[src/rtl/mod_shift_mul_seq.sv]
// Sequential modular power-of-two multiplier: oData = (iData * 2^iShift) mod iQ.
// Valid/ready on both sides; one modular doubling per enabled cycle, with stall and abort.
module mod_shift_mul_seq #(
  parameter int BITWIDTH = 8,
  parameter int SHW      = 4
) (
  input  logic                iClk,
  input  logic                iRst,
  input  logic                iEn,
  input  logic                iClr,
  input  logic                iValid,
  output logic                oReady,
  input  logic [BITWIDTH-1:0] iData,
  input  logic [BITWIDTH-1:0] iQ,
  input  logic [SHW-1:0]      iShift,
  output logic                oValid,
  input  logic                iReady,
  output logic [BITWIDTH-1:0] oData,
  output logic                oErr
);

  typedef enum logic [1:0] {
    IDLE,
    RUN,
    DONE
  } state_t;

  localparam logic [SHW-1:0] CNT_ONE = SHW'(1);

  state_t              r_state;
  logic [BITWIDTH-1:0] r_acc;
  logic [BITWIDTH-1:0] r_q;
  logic [SHW-1:0]      r_cnt;
  logic                r_err;
  logic                r_oReady;
  logic                r_oValid;
  logic [BITWIDTH-1:0] r_oData;
  logic                r_oErr;

  logic [BITWIDTH-1:0] w_dblLo;
  logic                w_ge;
  logic [BITWIDTH-1:0] w_sub;
  logic [BITWIDTH-1:0] w_next;
  logic                w_illegal;
  logic                w_lastStep;

  // The doubled value is BITWIDTH+1 bits wide; its carry-out is acc's MSB, so the
  // comparison uses it directly and only the low bits of the difference are kept,
  // which is exact because acc < q guarantees the reduced result fits.
  assign w_dblLo    = {r_acc[BITWIDTH-2:0], 1'b0};
  assign w_ge       = r_acc[BITWIDTH-1] | (w_dblLo >= r_q);
  assign w_sub      = w_dblLo - r_q;
  assign w_next     = w_ge ? w_sub : w_dblLo;
  assign w_illegal  = (iQ == '0) || (iData >= iQ);
  assign w_lastStep = (r_cnt == CNT_ONE);

  always_ff @(posedge iClk) begin
    if (iRst || iClr) begin
      r_state  <= IDLE;
      r_acc    <= '0;
      r_q      <= '0;
      r_cnt    <= '0;
      r_err    <= 1'b0;
      r_oReady <= 1'b1;
      r_oValid <= 1'b0;
      r_oData  <= '0;
      r_oErr   <= 1'b0;
    end else if (iEn) begin
      case (r_state)
        IDLE: begin
          if (iValid) begin
            r_q      <= iQ;
            r_cnt    <= iShift;
            r_oReady <= 1'b0;
            if (w_illegal) begin
              r_acc    <= '0;
              r_err    <= 1'b1;
              r_state  <= DONE;
              r_oValid <= 1'b1;
              r_oData  <= '0;
              r_oErr   <= 1'b1;
            end else if (iShift == '0) begin
              r_acc    <= iData;
              r_err    <= 1'b0;
              r_state  <= DONE;
              r_oValid <= 1'b1;
              r_oData  <= iData;
              r_oErr   <= 1'b0;
            end else begin
              r_acc   <= iData;
              r_err   <= 1'b0;
              r_state <= RUN;
            end
          end
        end

        RUN: begin
          r_acc <= w_next;
          r_cnt <= r_cnt - CNT_ONE;
          if (w_lastStep) begin
            r_state  <= DONE;
            r_oValid <= 1'b1;
            r_oData  <= w_next;
            r_oErr   <= r_err;
          end
        end

        DONE: begin
          // Result and error stay put until the consumer takes them.
          if (iReady) begin
            r_state  <= IDLE;
            r_oReady <= 1'b1;
            r_oValid <= 1'b0;
            r_oData  <= '0;
            r_oErr   <= 1'b0;
          end
        end

        default: begin
          r_state  <= IDLE;
          r_oReady <= 1'b1;
          r_oValid <= 1'b0;
          r_oData  <= '0;
          r_oErr   <= 1'b0;
        end
      endcase
    end
  end

  assign oReady = r_oReady;
  assign oValid = r_oValid;
  assign oData  = r_oData;
  assign oErr   = r_oErr;

endmodule

[config.mk]
export PLATFORM = sky130hd
export DESIGN_NAME = mod_shift_mul_seq
export DESIGN_NICKNAME = d
export VERILOG_FILES = /design/src/rtl/mod_shift_mul_seq.sv
export SDC_FILE = /design/constraint.sdc
export NUM_CORES = 1
export LEC_CHECK = 0
export ABC_AREA = 1
export BUFFER_PORTS_ARGS = -buffer_cell sky130_fd_sc_hd__clkbuf_2
export CORE_MARGIN = 10
export CORE_UTILIZATION = 57
export CTS_BUF_LIST = sky130_fd_sc_hd__clkbuf_16
export CTS_CLUSTER_DIAMETER = 60
export DETAILED_ROUTE_END_ITERATION = 10
export PLACE_DENSITY = 0.8
export SLEW_MARGIN = 0
export SYNTH_ARGS = -nofsm -noshare
export SYNTH_HDL_FRONTEND = slang
export SYNTH_SLANG_ARGS = --single-unit
[constraint.sdc]
create_clock -name iClk -period 1.99 [get_ports iClk]
set_input_delay 0.199 -clock iClk [delete_from_list [all_inputs] [get_ports iClk]]
set_output_delay 0.199 -clock iClk [all_outputs]
set_load 0.01 [all_outputs]
==> flow_summary_export.csv, run 1 <==
group,metric,value,unit
run_status,status,"finished clean",
min_path,hold_class,"in2reg",
setup_path,critPathCaptureType,"register",
cts,cts_buffer_depth,2,
synth,ys_warn_count,0,
cts,hold_buffers,0,
grt,antenna_found_initial,0,
setup_path,r2r_end,"oData[4]$_SDFFE_PP0P_",
floorplanning,initial_utilization,59.9,%
route,drc_errors,0,
layout,fillers,346,
synth,synthTopCellsByArea,"dfxtp_1 (28%), nand2_1 (13%), inv_1 (9.4%), ha_1 (9.2%), nand3_1 (8.0%)",
route,num_vias,2608,
pwr,comb_power_share,30.4,%
timing,slew_violations,0,
route,wl,6950,um
placement,hpwl,5230,um
layout,nets,467,
route,drt_pass1_iterations,6,
min_path,hp-start,"iQ[6]",
floorplanning,ios,37,
cts,cts.clk_slew.worst_paths,0.06,ns
timing,period_needed,1.92,ns
layout,regArea,683,sq um
route,vias_per_cell,5.51,
route,drtAntennaViolNets,0,
synth,syn_avg_cell_area,6.52,sq um
synth,syn_area,2450,sq um
timing,tightest_slew,0.327,ns
cts,clock-root-buffer,"clkbuf_16",
layout,layout-drive-gt1-share,19.9,%
floorplanning,coreArea,4090,sq um
placement,gp_congestion,0.933,
setup_path,reg2reg_slack,0.07,ns
run,cap_viol_max_count,0,
synth,synth-seq-cells,34,
grt,grt_start_max_net_pins,17,
timing,period_share,96.6,%
setup_path,cp_max_fo,6,
setup_path,crit_type,"reg2reg",
route,detail_route.wl_per_cell,14.7,um
cts,cts_tree,"yes",
pwr,p_int,1.42,mW
timing,relSlewSlack,78.1,%
synth,netlist_instances,375,
synth,syn-num-nets,420,
timing,setup_ws,0.0678,ns
synth,synth_top_area_cell,"dfxtp_1",
setup_path,r2r_start,"r_q[5]$_SDFFE_PP0P_",
floorplanning,die_area,7310,sq um
layout,multi_input_area,1490,sq um
route,first_iter_violations,245,
cts,cts_sinks,34,
layout,syn_to_final_growth,19.3,%
pwr,p_leak,1.51,nW
min_path,min_path_cells,3,
floorplanning,num_rows,23,
synth,synthDistinctLibCells,35,
timing,hold_viol,0,
pwr,clkPwrFrac,35.4,%
grt,grt_pass1_wl,11300,um
timing,fin_worst_skew,0.00363,ns
setup_path,arrival,2.10,ns
pwr,switching_share,33.7,%
setup_path,cp_data_required_time,2.17,ns
pwr,power.switching,0.719,mW
floorplanning,die_h,85.5,um
grt,grt_overflow,0,
pwr,ir_worst_vdd,0.551,mV
grt,track_usage,18.6,%
cts,cts_buffers,5,
cts,clk_latency,0.28,ns
cts,htreeDepth,2,
timing,max_freq,520,MHz
layout,utilization,71.4,%
setup_path,cp-start-kind,"register",
placement,dpl_worst_slack,0.0342,ns
synth,ys_seq_area_share,27.8,%
timing,setup-violations-final,0,
setup_path,r2r_cells,11,
synth,synth_top_area_share,27.8,%
layout,diodes,0,
placement,port_buffers,36,
pwr,p_per_area,732,nW/um^2
floorplanning,die_w,85.5,um
pwr,seqPwrFrac,34.2,%
min_path,hold_end,"r_q[6]$_SDFFE_PP0P_",
grt,first_global_vias,2537,
==> layout by cell type, fill, tap and decap left out, types with 3 or more instances in the layout <==
cell type | Yosys | routed
inv_1 | 61 | 62
clkbuf_16 | 0 | 5
clkbuf_2 | 0 | 36
nand2_1 | 83 | 83
nand2_2 | 10 | 9
ha_1 | 18 | 18
a21oi_1 | 26 | 25
nor2_1 | 33 | 33
dfxtp_1 | 34 | 32
nand3_1 | 39 | 38
nand2_4 | 3 | 5
nor2_4 | 3 | 3
nand4_1 | 14 | 14
buf_4 | 1 | 12
o21ai_0 | 16 | 16
==> metal layers <==
| metal | routed length [um] | part of all wire [%] | up-vias | GRT usage, % |
|---|---|---|---|---|
| met5 | 0 | 0 | - | 0 |
| met4 | 98 | 1.4 | 0 | 5.39 |
| met3 | 550 | 7.9 | 18 | 5.11 |
| met2 | 3340 | 48 | 117 | 30.9 |
| met1 | 2960 | 43 | 1177 | 22.7 |
| li1 | - | - | 1296 | - |
==> cell usage after synthesis (all sizes together) <==
cell type / n
inv: 64
o221ai: 1
buf: 7
clkbuf: 3
o21bai: 1
fa: 1
nor3: 1
a31oi: 2
nand2: 96
o21ai: 17
nor2: 37
nand3: 39
nand4: 14
and2: 2
clkinv: 1
a211oi: 2
nand3b: 1
nor2b: 1
xnor2: 2
a21oi: 28
ha: 18
a21boi: 1
dfxtp: 34
xor2: 2
==> per-stage QoR <==
step	cell area, sq um	hold WS (ns)	power, mW	TNS [ns]	instances
2_1_floorplan	2450	0.350	1.17	0	375
4_1_cts	2870	0.189	2.09	0	470
6_report	2920	0.187	2.14	0	473
5_1_grt	2920	0.208	2.25	-0.197	473
3_3_place_gp	2720	0.455	1.31	0	462
3_5_place_dp	2720	0.461	1.33	0	462
==> area by class of cell <==
class / instances / area share (%)
Multi-Input combinational cell: 267 / 51.2
Sequential cell: 34 / 23.4
Timing Repair Buffer: 49 / 9.95
Inverter: 65 / 8.45
Clock buffer: 5 / 4.29
Tap cell: 50 / 2.14
Clock inverter: 3 / 0.600
==> registers in the layout (all words and copies together), names as in the netlist <==
register  flops
oData         8
oValid        1
r_acc         8
r_cnt         4
r_err         1
r_state       2
r_q           8
oReady        1
oErr          1
==> worst max-delay path, cell delays in order (launching register included) <==
cell and delay (ns):
dfxtp_1 0.34, inv_1 0.07, ha_1 0.33, nand2_1 0.09, nand2_1 0.11, a21oi_4 0.26
buf_4 0.17, nand3_1 0.08, nand3_1 0.13, nand2_1 0.08, nor2_1 0.10, nor2_1 0.05
==> worst max-delay path by stage <==
stage                                startpoint                     to  slack, ns  cells after the start
after global placement    r_acc[0]$_SDFFE_PP0P_  r_acc[6]$_SDFFE_PP0P_        0.1                     11
after global routing      r_acc[0]$_SDFFE_PP0P_  oData[7]$_SDFFE_PP0P_      -0.04                     12
after detailed placement  r_acc[0]$_SDFFE_PP0P_  r_acc[6]$_SDFFE_PP0P_       0.03                     11
final                       r_q[5]$_SDFFE_PP0P_  oData[4]$_SDFFE_PP0P_       0.07                     11
after CTS                 r_acc[0]$_SDFFE_PP0P_  r_acc[5]$_SDFFE_PP0P_       0.03                     11
after floorplan           r_acc[0]$_SDFFE_PP0P_  r_acc[5]$_SDFFE_PP0P_       0.21                     11
==> what timing repair did <==
| action | in CTS | in global routing |
|---|---|---|
| pin swaps | 0 | 2 |
| setup buffers | 0 | 2 |
| cloned | 0 | 1 |
| setup endpoints to repair | 2 | 14 |
| hold endpoints to repair | 0 | 0 |
| resized for setup | 1 | 7 |
==> logic make-up (layout without fill, tap and decap cells) <==
family          Yosys count  count (layout)  share of synthesized area [%]
simple gates            191             192                           36.2
xor+xnor                  4               4                           1.43
flops                    34              34                           27.8
compound gates           52              52                           11.9
fa+ha+maj                19              19                           10.0
buf+inv                  75             122                           12.6
==> power groups by stage <==
stage / combinational (mW) / clock (mW) / sequential [mW]
2_1_floorplan: 0.424 / 0 / 0.743
3_3_place_gp: 0.571 / 0 / 0.743
3_5_place_dp: 0.584 / 0 / 0.744
4_1_cts: 0.599 / 0.759 / 0.729
5_1_grt: 0.729 / 0.786 / 0.733
6_report: 0.650 / 0.756 / 0.730
Note: power is estimated with default switching activity, not from simulation.
==> run 2: changes to the inputs <==
==> constraint.sdc (replaced) <==
create_clock -name iClk -period 1.99 [get_ports iClk]
set_input_delay 0.4975 -clock iClk [delete_from_list [all_inputs] [get_ports iClk]]
set_output_delay 0.4975 -clock iClk [all_outputs]
set_load 0.01 [all_outputs]
==> run 2 against run 1 <==
Die area unchanged. Fmax increased by 1.4%. Worst hold slack gained 0.28 ns. Sequential share of layout area is 0.75 points lower. Highest routed layer unchanged. Cell area is 3.3% higher. Clock-buffer cell count is the same. First-iteration DRC count is 8.6% higher. Combinational power hardly changed. Routed wire length fell by 5.7%. Critical path depth increased by 1. Clock power rose by 35%. Via count fell by 0.46%.
==> flow_summary_export.csv, run 2 (synthesized netlist as in run 1, its figures left out) <==
group,metric,value,unit
min_path,hold_class,"reg2reg",
timing,max_freq,527,MHz
placement,dp_cells,468,
cts,clk_latency,0.28,ns
route,drtAntennaViolNets,0,
placement,hpwl,4980,um
layout,nets,470,
layout,diodes,0,
setup_path,critPathCaptureType,"register",
timing,period_needed,1.90,ns
grt,grt_overflow,0,
run,cap_viol_max_count,0,
grt,track_usage,17.9,%
timing,fin_worst_skew,0.00662,ns
route,first_iter_violations,266,
setup_path,crit_path_max_incr_delay,0.32,ns
setup_path,crit_family,"simple AND/OR/NAND/NOR gates",
layout,layout_commonest_cell,"nand2_1",
layout,regArea,683,sq um
route,drc_errors,0,
layout,multi_input_area,1510,sq um
timing,hold_viol,0,
timing,period_share,95.3,%
placement,dpl_cell_area,2770,sq um
route,vias_per_cell,5.45,
floorplanning,num_rows,23,
setup_path,path_cells,"buf_4 > ha_4 > ha_1 > nand3_1 > nand3_2 > nand2_2 > buf_4 > nand3_1 > nand3_1 > o21ai_0 > nand2_1 > nand2_1",
setup_path,r2r_end,"oData[2]$_SDFFE_PP0P_",
timing,timing.hold.ws,0.465,ns
layout,finalNonFillerCells,476,
floorplanning,initial_utilization,59.9,%
placement,gp_congestion,0.932,
timing,tightest_slew,0.293,ns
setup_path,cp_slowest_cell,"dfxtp_1",
layout,fillers,307,
setup_path,cp_max_fo,3,
cts,cts.clk_slew.worst_paths,0.06,ns
floorplanning,coreArea,4090,sq um
timing,setup_tns,0,ns
floorplanning,die_h,85.5,um
route,num_vias,2596,
grt,first_global_vias,2439,
min_path,hp-start,"oData[2]$_SDFFE_PP0P_",
layout,most-common-layout-cells,"nand2_1 (82), inv_1 (61), nand3_1 (38), clkbuf_2 (36)",
cts,cts_buffers,5,
route,wl,6560,um
floorplanning,die_w,85.5,um
placement,port_buffers,36,
min_path,hold_end,"oData[2]$_SDFFE_PP0P_",
cts,cts_buffer_depth,2,
timing,slew_violations,0,
pwr,p_leak,1.55,nW
setup_path,crit_cells,12,
layout,utilization,73.8,%
timing,setup_ws,0.0939,ns
layout,layout-drive-gt1-share,21.4,%
cts,htreeDepth,2,
layout,final_area,3010,sq um
placement,dpl_worst_slack,-0.0448,ns
setup_path,cp-start-kind,"register",
cts,cts_sinks,34,
grt,antenna_found_initial,0,
grt,grt_pass1_wl,10900,um
timing,setup-violations-final,0,
setup_path,reg2reg_slack,0.09,ns
setup_path,crit_type,"reg2reg",
route,drt_pass1_iterations,5,
pwr,p_total,2.41,mW
setup_path,cp_data_required_time,2.16,ns
cts,cts_tree,"yes",
timing,relSlewSlack,80.4,%
route,detail_route.wl_per_cell,13.8,um
grt,grt_start_max_net_pins,21,
pwr,ir_worst_vdd,0.660,mV
floorplanning,ios,37,
run_status,status,"finished clean",
setup_path,arrival,2.07,ns
layout,syn_to_final_growth,23.2,%
pwr,p_per_area,798,nW/um^2
setup_path,r2r_cells,12,
setup_path,path_buf_inv,2,
floorplanning,die_area,7310,sq um
setup_path,crit_path_frequent_cell,"nand3_1",
cts,clock-root-buffer,"clkbuf_16",
min_path,min_path_cells,2,
cts,hold_buffers,0,
setup_path,r2r_start,"r_acc[0]$_SDFFE_PP0P_",
## run 2: cell count changes in the layout (fill, tap and decap cells not counted), sizes merged
| cell | before | now |
|---|---|---|
| clkinv | 3 | 2 |
| inv | 65 | 64 |
| buf | 13 | 17 |
| bufinv | 0 | 2 |
| nand2 | 97 | 96 |
## run 2: timing repair
action / in CTS / in global routing
setup buffers: 0 / 0
setup endpoints to repair: 0 / 15
gates resized for setup: 0 / 10
## run 2: worst reg2reg max path, stage by stage (launching register included)
cell and delay, ns:
dfxtp_1 0.32, buf_4 0.15, ha_4 0.23, ha_1 0.17, nand3_1 0.09, nand3_2 0.09
nand2_2 0.13, buf_4 0.14, nand3_1 0.08, nand3_1 0.14, o21ai_0 0.14, nand2_1 0.08
nand2_1 0.04
## run 2: layout make-up
cell class	instances	share of cell area, %
tap	50	2.08
multi-input combinational	266	50.0
sequential	34	22.7
clock buffer	5	4.15
inverter	65	8.18
timing repair buffer	53	10.6
clock inverter	3	2.28
## run 2: worst max-delay path by stage
stage	startpoint	endpoint	slack (ns)
final	r_acc[0]$_SDFFE_PP0P_	oData[2]$_SDFFE_PP0P_	0.09
after global routing	r_acc[0]$_SDFFE_PP0P_	oData[6]$_SDFFE_PP0P_	-0.01
after CTS	r_acc[0]$_SDFFE_PP0P_	oData[5]$_SDFFE_PP0P_	0.02
after detailed placement	iQ[6]	oData[7]$_SDFFE_PP0P_	-0.04
after global placement	iQ[6]	oData[2]$_SDFFE_PP0P_	0.005
after floorplan	iQ[6]	oData[0]$_SDFFE_PP0P_	0.17
## run 2: layer usage
| metal | wire [um] | share of wire, % | GRT usage (%) | vias up |
|---|---|---|---|---|
| met1 | 2860 | 44 | 21.6 | 1163 |
| li1 | - | - | - | 1301 |
| met4 | 80 | 1.2 | 4.64 | 0 |
| met5 | 0 | 0 | 0 | - |
| met3 | 513 | 7.8 | 4.54 | 12 |
| met2 | 3100 | 47 | 30.7 | 120 |
## run 2: power breakdown
part	internal, mW	switching (mW)	leakage (nW)	total [mW]
combinational	0.257	0.396	1.18	0.653
clock	0.719	0.302	0.0940	1.02
sequential	0.710	0.0199	0.277	0.730
total	1.69	0.718	1.55	2.41
